### config.mk
export PLATFORM = sky130hd
export DESIGN_NAME = maxpool_window_3x3_flat
export DESIGN_NICKNAME = d
export VERILOG_FILES = /design/src/rtl/maxpool_pkg.sv /design/src/rtl/maxpool_window_3x3_if.sv /design/src/rtl/maxpool_line_buffer.sv /design/src/rtl/maxpool_window_3x3.sv /design/src/flat_wrapper.sv
export SDC_FILE = /design/constraint.sdc
export NUM_CORES = 2
export LEC_CHECK = 0
export CAP_MARGIN = 10
export CORE_UTILIZATION = 45
export DETAILED_ROUTE_END_ITERATION = 8
export GPL_TIMING_DRIVEN = 0
export PLACE_DENSITY_LB_ADDON = 0.1
export SKIP_CTS_REPAIR_TIMING = 1
export SLEW_MARGIN = 30
export SYNTH_ARGS = -nofsm -noshare
export SYNTH_HDL_FRONTEND = slang
export SYNTH_SLANG_ARGS = --single-unit
### constraint.sdc
create_clock -name clk -period 5.12 [get_ports clk]
set_input_delay 0.512 -clock clk [delete_from_list [all_inputs] [get_ports clk]]
set_output_delay 0.512 -clock clk [all_outputs]
set_load 0.005 [all_outputs]
### src/rtl/maxpool_pkg.sv
// Shared constants for the 3x3 max-pool window generator and the downstream max-find stage.
package maxpool_pkg;

  localparam int DATA_WIDTH_DEF = 32;

  localparam int STRIDE_1 = 1;
  localparam int STRIDE_2 = 2;

  // Window element indices, row-major, 0 = oldest row / oldest column.
  localparam int WIN_00 = 0;
  localparam int WIN_01 = 1;
  localparam int WIN_02 = 2;
  localparam int WIN_10 = 3;
  localparam int WIN_11 = 4;
  localparam int WIN_12 = 5;
  localparam int WIN_20 = 6;
  localparam int WIN_21 = 7;
  localparam int WIN_22 = 8;

  function automatic int cnt_width(input int n);
    return (n <= 2) ? 1 : $clog2(n);
  endfunction

endpackage

### src/rtl/maxpool_window_3x3_if.sv
// Pixel stream in / 3x3 window out bundle; MAXPOOL_SOF_SYNC_EN adds Sof_In.
interface maxpool_window_3x3_if #(
  parameter int DATA_WIDTH = maxpool_pkg::DATA_WIDTH_DEF
);
  logic [DATA_WIDTH-1:0] Data_In;
  logic                  Valid_In;
`ifdef MAXPOOL_SOF_SYNC_EN
  logic                  Sof_In;
`endif
  logic [DATA_WIDTH-1:0] Data_Out0, Data_Out1, Data_Out2;
  logic [DATA_WIDTH-1:0] Data_Out3, Data_Out4, Data_Out5;
  logic [DATA_WIDTH-1:0] Data_Out6, Data_Out7, Data_Out8;
  logic                  Valid_Out;
  logic                  Frame_Done;

`ifdef MAXPOOL_SOF_SYNC_EN
  modport master (
    output Data_In, Valid_In, Sof_In,
    input  Data_Out0, Data_Out1, Data_Out2, Data_Out3, Data_Out4,
           Data_Out5, Data_Out6, Data_Out7, Data_Out8, Valid_Out, Frame_Done
  );
  modport slave (
    input  Data_In, Valid_In, Sof_In,
    output Data_Out0, Data_Out1, Data_Out2, Data_Out3, Data_Out4,
           Data_Out5, Data_Out6, Data_Out7, Data_Out8, Valid_Out, Frame_Done
  );
`else
  modport master (
    output Data_In, Valid_In,
    input  Data_Out0, Data_Out1, Data_Out2, Data_Out3, Data_Out4,
           Data_Out5, Data_Out6, Data_Out7, Data_Out8, Valid_Out, Frame_Done
  );
  modport slave (
    input  Data_In, Valid_In,
    output Data_Out0, Data_Out1, Data_Out2, Data_Out3, Data_Out4,
           Data_Out5, Data_Out6, Data_Out7, Data_Out8, Valid_Out, Frame_Done
  );
`endif

endinterface

### src/rtl/maxpool_line_buffer.sv
// Enable-gated delay of DEPTH accepted words: circular RAM, one wrapping pointer.
// rd_dat is the word written DEPTH enables ago; read and write share the pointer.
module maxpool_line_buffer
  import maxpool_pkg::*;
#(
  parameter int DATA_WIDTH = DATA_WIDTH_DEF,
  parameter int DEPTH      = 28
) (
  input  logic                  clk,
  input  logic                  rst,
  input  logic                  en,
  input  logic [DATA_WIDTH-1:0] wr_dat,
  output logic [DATA_WIDTH-1:0] rd_dat
);

  localparam int PW = cnt_width(DEPTH);

  logic [DATA_WIDTH-1:0] mem_q [DEPTH];
  logic [PW-1:0]         ptr_q, ptr_d;

  assign rd_dat = mem_q[ptr_q];

  always_comb begin
    ptr_d = ptr_q;
    if (en) begin
      ptr_d = (ptr_q == PW'(DEPTH - 1)) ? '0 : ptr_q + 1'b1;
    end
  end

  always_ff @(posedge clk) begin
    if (rst) begin
      ptr_q <= '0;
    end else begin
      ptr_q <= ptr_d;
    end
  end

  always_ff @(posedge clk) begin
    if (en) begin
      mem_q[ptr_q] <= wr_dat;
    end
  end

endmodule

### src/rtl/maxpool_window_3x3.sv
// Raster pixel stream -> strided 3x3 windows, one-cycle registered latency, no backpressure.
// Optional MAXPOOL_SOF_SYNC_EN: Sof_In with Valid_In forces the pixel to (0,0).
module maxpool_window_3x3
  import maxpool_pkg::*;
#(
  parameter int DATA_WIDTH = DATA_WIDTH_DEF,
  parameter int IMG_W      = 28,
  parameter int IMG_H      = 28,
  parameter int STRIDE     = STRIDE_2
) (
  input  logic                 clk,
  input  logic                 rst,
  maxpool_window_3x3_if.slave  bus
);

  localparam int  CW  = cnt_width(IMG_W);
  localparam int  RW  = cnt_width(IMG_H);
  localparam bit  ST2 = (STRIDE == STRIDE_2);

  logic [DATA_WIDTH-1:0] win_q  [9];
  logic [DATA_WIDTH-1:0] win_d  [9];
  logic [DATA_WIDTH-1:0] dout_q [9];
  logic [DATA_WIDTH-1:0] dout_d [9];
  logic [CW-1:0] col_q, col_d, col_c;
  logic [RW-1:0] row_q, row_d, row_c;
  logic          col_ph_q, col_ph_d, col_ph_c;
  logic          row_ph_q, row_ph_d, row_ph_c;
  logic          vout_q, vout_d, fd_q, fd_d;
  logic          acc, sof_start, col_last, row_last, emit;
  logic [DATA_WIDTH-1:0] lb0_out, lb1_out;

  assign acc = bus.Valid_In;
`ifdef MAXPOOL_SOF_SYNC_EN
  assign sof_start = bus.Valid_In & bus.Sof_In;
`else
  assign sof_start = 1'b0;
`endif

  // Position of the pixel being accepted; a start-of-frame overrides the counters.
  assign col_c    = sof_start ? '0   : col_q;
  assign row_c    = sof_start ? '0   : row_q;
  assign col_ph_c = sof_start ? 1'b0 : col_ph_q;
  assign row_ph_c = sof_start ? 1'b0 : row_ph_q;
  assign col_last = (col_c == CW'(IMG_W - 1));
  assign row_last = (row_c == RW'(IMG_H - 1));
  assign emit     = acc && (row_c >= RW'(2)) && (col_c >= CW'(2)) && !col_ph_c && !row_ph_c;

  maxpool_line_buffer #(.DATA_WIDTH(DATA_WIDTH), .DEPTH(IMG_W)) u_lb0 (
    .clk(clk), .rst(rst), .en(acc), .wr_dat(bus.Data_In), .rd_dat(lb0_out)
  );

  maxpool_line_buffer #(.DATA_WIDTH(DATA_WIDTH), .DEPTH(IMG_W)) u_lb1 (
    .clk(clk), .rst(rst), .en(acc), .wr_dat(lb0_out), .rd_dat(lb1_out)
  );

  always_comb begin
    win_d    = win_q;
    dout_d   = dout_q;
    col_d    = col_q;
    row_d    = row_q;
    col_ph_d = col_ph_q;
    row_ph_d = row_ph_q;
    vout_d   = 1'b0;
    fd_d     = 1'b0;
    if (acc) begin
      for (int r = 0; r < 3; r++) begin
        win_d[r*3+0] = win_q[r*3+1];
        win_d[r*3+1] = win_q[r*3+2];
      end
      win_d[WIN_02] = lb1_out;
      win_d[WIN_12] = lb0_out;
      win_d[WIN_22] = bus.Data_In;

      row_d    = row_c;
      row_ph_d = row_ph_c;
      if (col_last) begin
        col_d    = '0;
        col_ph_d = 1'b0;
        if (row_last) begin
          row_d    = '0;
          row_ph_d = 1'b0;
        end else begin
          row_d    = row_c + 1'b1;
          row_ph_d = (ST2 && row_c >= RW'(2)) ? ~row_ph_c : row_ph_c;
        end
      end else begin
        col_d    = col_c + 1'b1;
        col_ph_d = (ST2 && col_c >= CW'(2)) ? ~col_ph_c : col_ph_c;
      end

      if (emit) begin
        dout_d = win_d;
      end
      vout_d = emit;
      fd_d   = col_last && row_last;
    end
  end

  always_ff @(posedge clk) begin
    if (rst) begin
      win_q    <= '{default: '0};
      dout_q   <= '{default: '0};
      col_q    <= '0;
      row_q    <= '0;
      col_ph_q <= 1'b0;
      row_ph_q <= 1'b0;
      vout_q   <= 1'b0;
      fd_q     <= 1'b0;
    end else begin
      win_q    <= win_d;
      dout_q   <= dout_d;
      col_q    <= col_d;
      row_q    <= row_d;
      col_ph_q <= col_ph_d;
      row_ph_q <= row_ph_d;
      vout_q   <= vout_d;
      fd_q     <= fd_d;
    end
  end

  assign bus.Data_Out0  = dout_q[WIN_00];
  assign bus.Data_Out1  = dout_q[WIN_01];
  assign bus.Data_Out2  = dout_q[WIN_02];
  assign bus.Data_Out3  = dout_q[WIN_10];
  assign bus.Data_Out4  = dout_q[WIN_11];
  assign bus.Data_Out5  = dout_q[WIN_12];
  assign bus.Data_Out6  = dout_q[WIN_20];
  assign bus.Data_Out7  = dout_q[WIN_21];
  assign bus.Data_Out8  = dout_q[WIN_22];
  assign bus.Valid_Out  = vout_q;
  assign bus.Frame_Done = fd_q;

endmodule

### src/flat_wrapper.sv
// flat-port wrapper written by rule: the top's interface ports become plain ports
module maxpool_window_3x3_flat import maxpool_pkg::*;
#(
  parameter int DATA_WIDTH = DATA_WIDTH_DEF,
  parameter int IMG_W      = 28,
  parameter int IMG_H      = 28,
  parameter int STRIDE     = STRIDE_2
)
  (clk, rst, bus_Data_In, bus_Valid_In, bus_Data_Out0, bus_Data_Out1, bus_Data_Out2, bus_Data_Out3, bus_Data_Out4, bus_Data_Out5, bus_Data_Out6, bus_Data_Out7, bus_Data_Out8, bus_Valid_Out, bus_Frame_Done);
  maxpool_window_3x3_if #(.DATA_WIDTH(DATA_WIDTH)) bus_i ();
  input  logic clk;
  input  logic rst;
  input wire logic [$bits(bus_i.Data_In)-1:0] bus_Data_In;
  input wire logic [$bits(bus_i.Valid_In)-1:0] bus_Valid_In;
  output wire logic [$bits(bus_i.Data_Out0)-1:0] bus_Data_Out0;
  output wire logic [$bits(bus_i.Data_Out1)-1:0] bus_Data_Out1;
  output wire logic [$bits(bus_i.Data_Out2)-1:0] bus_Data_Out2;
  output wire logic [$bits(bus_i.Data_Out3)-1:0] bus_Data_Out3;
  output wire logic [$bits(bus_i.Data_Out4)-1:0] bus_Data_Out4;
  output wire logic [$bits(bus_i.Data_Out5)-1:0] bus_Data_Out5;
  output wire logic [$bits(bus_i.Data_Out6)-1:0] bus_Data_Out6;
  output wire logic [$bits(bus_i.Data_Out7)-1:0] bus_Data_Out7;
  output wire logic [$bits(bus_i.Data_Out8)-1:0] bus_Data_Out8;
  output wire logic [$bits(bus_i.Valid_Out)-1:0] bus_Valid_Out;
  output wire logic [$bits(bus_i.Frame_Done)-1:0] bus_Frame_Done;
  assign bus_i.Data_In = bus_Data_In;
  assign bus_i.Valid_In = bus_Valid_In;
  assign bus_Data_Out0 = bus_i.Data_Out0;
  assign bus_Data_Out1 = bus_i.Data_Out1;
  assign bus_Data_Out2 = bus_i.Data_Out2;
  assign bus_Data_Out3 = bus_i.Data_Out3;
  assign bus_Data_Out4 = bus_i.Data_Out4;
  assign bus_Data_Out5 = bus_i.Data_Out5;
  assign bus_Data_Out6 = bus_i.Data_Out6;
  assign bus_Data_Out7 = bus_i.Data_Out7;
  assign bus_Data_Out8 = bus_i.Data_Out8;
  assign bus_Valid_Out = bus_i.Valid_Out;
  assign bus_Frame_Done = bus_i.Frame_Done;
  maxpool_window_3x3 #(.DATA_WIDTH(DATA_WIDTH), .IMG_W(IMG_W), .IMG_H(IMG_H), .STRIDE(STRIDE)) u_core (.clk(clk), .rst(rst), .bus(bus_i));
endmodule
==> load_flow_metrics.sql <==
INSERT INTO impl_metrics (metric_group, metric, value, unit) VALUES
('detailed_routing', 'routedWlPerCell', '28.5', 'microns'),
('detailed_routing', 'wirelength_met1', '107000', 'microns'),
('synthesis', 'ys_ff_latch', '2306', ''),
('setup_path', 'worstSetupStartpointType', 'flip-flop', ''),
('synthesis', 'dominantRegCellSynth', 'edfxtp_1', ''),
('detailed_routing', 'final_antenna_net_count', '0', ''),
('floorplanning', 'placeableCoreArea', '0.192', 'sq mm'),
('synthesis', 'postSynthNetCount', '5597', ''),
('placement', 'port-buffer-count', '323', ''),
('setup_path', 'rr_worst_depth', '8', ''),
('clocking', 'buffer_type_at_the_clock_tree_root', 'clkbuf_16', ''),
('clocking', 'h-tree-depth', '4', ''),
('setup_path', 'longest_individual_stage_delay_on_the_worst_path', '880', 'ps'),
('detailed_routing', 'detail_route.vias_per_cell', '5.63', ''),
('timing', 'fmax', '0.229', 'GHz'),
('synthesis', 'synth.lib_cells_used.distinct', '46', ''),
('synthesis', 'ys_warn_count', '0', ''),
('timing', 'maxSlewViolCount', '0', ''),
('synthesis', 'avgSynthCellArea', '15.7', 'sq um'),
('placement', 'detailed_place_hpwl', '177000', 'microns'),
('setup_path', 'worst_path_max_delay_cell', 'clkinv_1', ''),
('synthesis', 'share_of_the_yosys_chip_area_belonging_to_registers', '73.6', '%'),
('detailed_routing', 'detail_route.wirelength', '255000', 'microns'),
('timing', 'setup_tns', '0', 'ps'),
('timing', 'period_minus_slack', '4370', 'ps'),
('power', 'powerDensity', '384', 'mW/mm^2'),
('setup_path', 'timing_worst_setup_path_type', 'reg2reg', ''),
('setup_path', 'crit_path_end', 'u_core.u_lb1.mem_q[2][7]', ''),
('setup_path', 'reg2reg_slack', '750', 'ps'),
('final_layout', 'most_frequent_cells_in_the_layout', 'edfxtp_1 (1,792), mux2i_1 (819), nand2_1 (651), dfxtp_1 (514), a21oi_1 (314)', ''),
('placement', 'cell_area_placed', '0.0960', 'sq mm'),
('detailed_routing', 'met3RoutedLength', '12800', 'microns'),
('floorplanning', 'die_x', '442', 'microns'),
('grt', 'grt_use_total', '25.8', '%'),
('timing', 'rsz0062_at_grt', 'no', ''),
('clocking', 'cts_made_buffers', '228', ''),
('placement', 'place_inst', '8537', ''),
('timing', 'tightestPinTransition', '997', 'ps'),
('worst_hold_path', 'worstHoldPathType', 'in2reg', ''),
('timing', 'timing_hold_violations_final', '0', ''),
('grt', 'global_route_wire_length_before_repair', '362000', 'microns'),
('floorplanning', 'number_of_placed_i_o_pins', '325', ''),
('timing', 'final.period_utilization', '85.3', '%'),
('worst_hold_path', 'worst_hold_startpoint', 'bus_Data_In[15]', ''),
('clocking', 'clock_latency', '850', 'ps'),
('detailed_routing', 'dr.max_layer_used', 'met4', ''),
('setup_path', 'cp_num_buf_inv', '4', ''),
('clocking', 'cts_tree', 'built', ''),
('placement', 'gp_congestion', '0.859', ''),
('timing', 'worst_clock_skew', '37.8', 'ps'),
('setup_path', 'worstSetupEndpointType', 'flip-flop', ''),
('synthesis', 'synth_cell_area', '0.0871', 'sq mm'),
('grt', 'grt.overflow.total', '0', ''),
('clocking', 'clk_pin_slew_worst_paths', '60', 'ps'),
('setup_path', 'cp_top_family', 'buffers and inverters', ''),
('synthesis', 'synth_edf_count', '1792', ''),
('final_layout', 'mostFrequentLayoutCell', 'edfxtp_1', ''),
('grt', 'largest_net_degree_at_the_start_of_global_routing', '34', ''),
('floorplanning', 'floorplan.die_area', '0.195', 'sq mm'),
('synthesis', 'synth-async-reset-ratio', '0', '%'),
('setup_path', 'worstPathCellList', 'buf_6 -> buf_8 -> nor2b_1 -> clkbuf_1 -> a22oi_1 -> nand3_1 -> and4_1 -> clkinv_1', ''),
('floorplanning', 'die_h', '442', 'microns'),
('final_layout', 'finish.cell_count_without_fillers', '8966', ''),
('timing', 'finalSetupViolCount', '0', ''),
('detailed_routing', 'met2RoutedLength', '127000', 'microns'),
('setup_path', 'critical_path.max_fanout', '28', ''),
('status', 'result_of_the_run', 'finished clean', ''),
('clocking', 'ctsLongestPathBuffers', '3', ''),
('setup_path', 'cp.depth', '8', ''),
('grt', 'number_of_antenna_violations_at_the_first_check_in_global_routing', '9', ''),
('timing', 'worst_slew_margin_rel', '33.4', '%');
-- Yosys cell counts (2+ instances only) --
library cell | number | area [sq um]
a211oi_1 | 72 | 541
a211oi_2 | 5 | 62.6
a21oi_1 | 314 | 1570
a221oi_2 | 12 | 180
a22o_1 | 28 | 245
a22oi_1 | 252 | 1890
a32o_1 | 28 | 280
a41oi_1 | 2 | 17.5
and2_1 | 30 | 188
and4_1 | 37 | 324
buf_1 | 23 | 86.3
buf_2 | 117 | 586
buf_4 | 41 | 308
buf_6 | 23 | 259
buf_8 | 3 | 45.0
clkbuf_1 | 146 | 548
dfxtp_1 | 514 | 10300
edfxtp_1 | 1792 | 53800
ha_1 | 12 | 150
inv_1 | 27 | 101
mux2i_1 | 819 | 8200
mux4_2 | 118 | 2660
nand2_1 | 651 | 2440
nand2b_1 | 11 | 68.8
nand3_1 | 95 | 475
nand4_1 | 25 | 156
nor2_1 | 268 | 1010
nor2b_1 | 16 | 100
nor3_1 | 16 | 80.1
o211a_1 | 12 | 120
o211ai_1 | 17 | 128
o21ai_0 | 3 | 15.0
or4_1 | 3 | 22.5
xnor2_1 | 2 | 17.5
xor2_1 | 5 | 43.8
-- report_power, final --
part	leakage [nW]	total, mW	internal (mW)	switching (mW)
Sequential	20.3	20.7	20.6	0.134
Combinational	9.78	2.66	0.813	1.84
Clock	3.58	16.3	9.27	7.06
-- kinds of logic (layout without fill, tap and decap cells) --
kind of cell	after synthesis	count (layout)	share of synthesized area (%)
compound gates	750	750	5.85
xor+xnor	7	7	0.0704
fa+ha+maj	12	12	0.172
buf+inv	381	1269	2.22
flops	2306	2306	73.6
mux	937	937	12.5
other cells	0	2	0
simple gates	1157	1157	5.63
-- routing by layer --
layer,GRT usage (%),vias up
met5,0,-
met4,8.54,0
met2,43.7,1490
met3,3.44,342
li1,-,22500
met1,34.2,26100
-- worst min path at each step --
stage / end / slack (ps) / cells past startpoint
3_5_place_dp: u_core.bus.Data_Out0[0] / 440 / 2
6_report: u_core.bus.Data_Out8[15] / 30 / 3
3_3_place_gp: u_core.bus.Data_Out0[0] / 440 / 2
2_1_floorplan: u_core.bus.Data_Out0[0] / 430 / 2
4_1_cts: u_core.u_lb0.mem_q[14][5] / -60 / 1
5_1_grt: u_core.bus.Data_Out8[20] / 0.1 / 3
-- worst reg2reg max path, cell delays in order (launching register included) --
cell      delay (ps)
dfxtp_1          360
buf_6            210
buf_8            230
nor2b_1          470
clkbuf_1         570
a22oi_1          240
nand3_1          290
and4_1           540
clkinv_1         890
-- stage by stage --
stage | setup WS [ps] | utilization, %
finish | 753 | 53.7
global route | 585 | 53.7
CTS | 767 | 53.7
detailed placement | 813 | 49.9
global placement | -2950 | 48.6
floorplan | 1330 | -
-- layout make-up --
class,instances,area (sq um)
inverters,28,105
flip-flops and latches,2306,64100
plain buffers,353,1840
well taps,2526,3160
clock inverters,111,903
repair buffers,463,5360
fillers,15600,89100
diodes,2,5.00
clock buffers,314,6350
multi-input cells,2863,21500
-- sequential cells by signal, indices dropped and copies added (netlist names), 5 cells and up, named ones only --
| name | count |
|---|---|
| u_core.u_lb1.mem_q | 896 |
| u_core.win_q | 192 |
| u_core.bus.Data_Out3 | 32 |
| u_core.bus.Data_Out7 | 32 |
| u_core.bus.Data_Out5 | 32 |
| u_core.bus.Data_Out8 | 32 |
| u_core.u_lb1.ptr_q | 5 |
| u_core.bus.Data_Out2 | 32 |
| u_core.u_lb0.ptr_q | 5 |
| u_core.col_c | 5 |
| u_core.u_lb0.mem_q | 896 |
| u_core.bus.Data_Out6 | 32 |
| u_core.bus.Data_Out1 | 32 |
| u_core.row_c | 5 |
| u_core.bus.Data_Out0 | 32 |
| u_core.bus.Data_Out4 | 32 |
(Power assumes the default switching activity.)
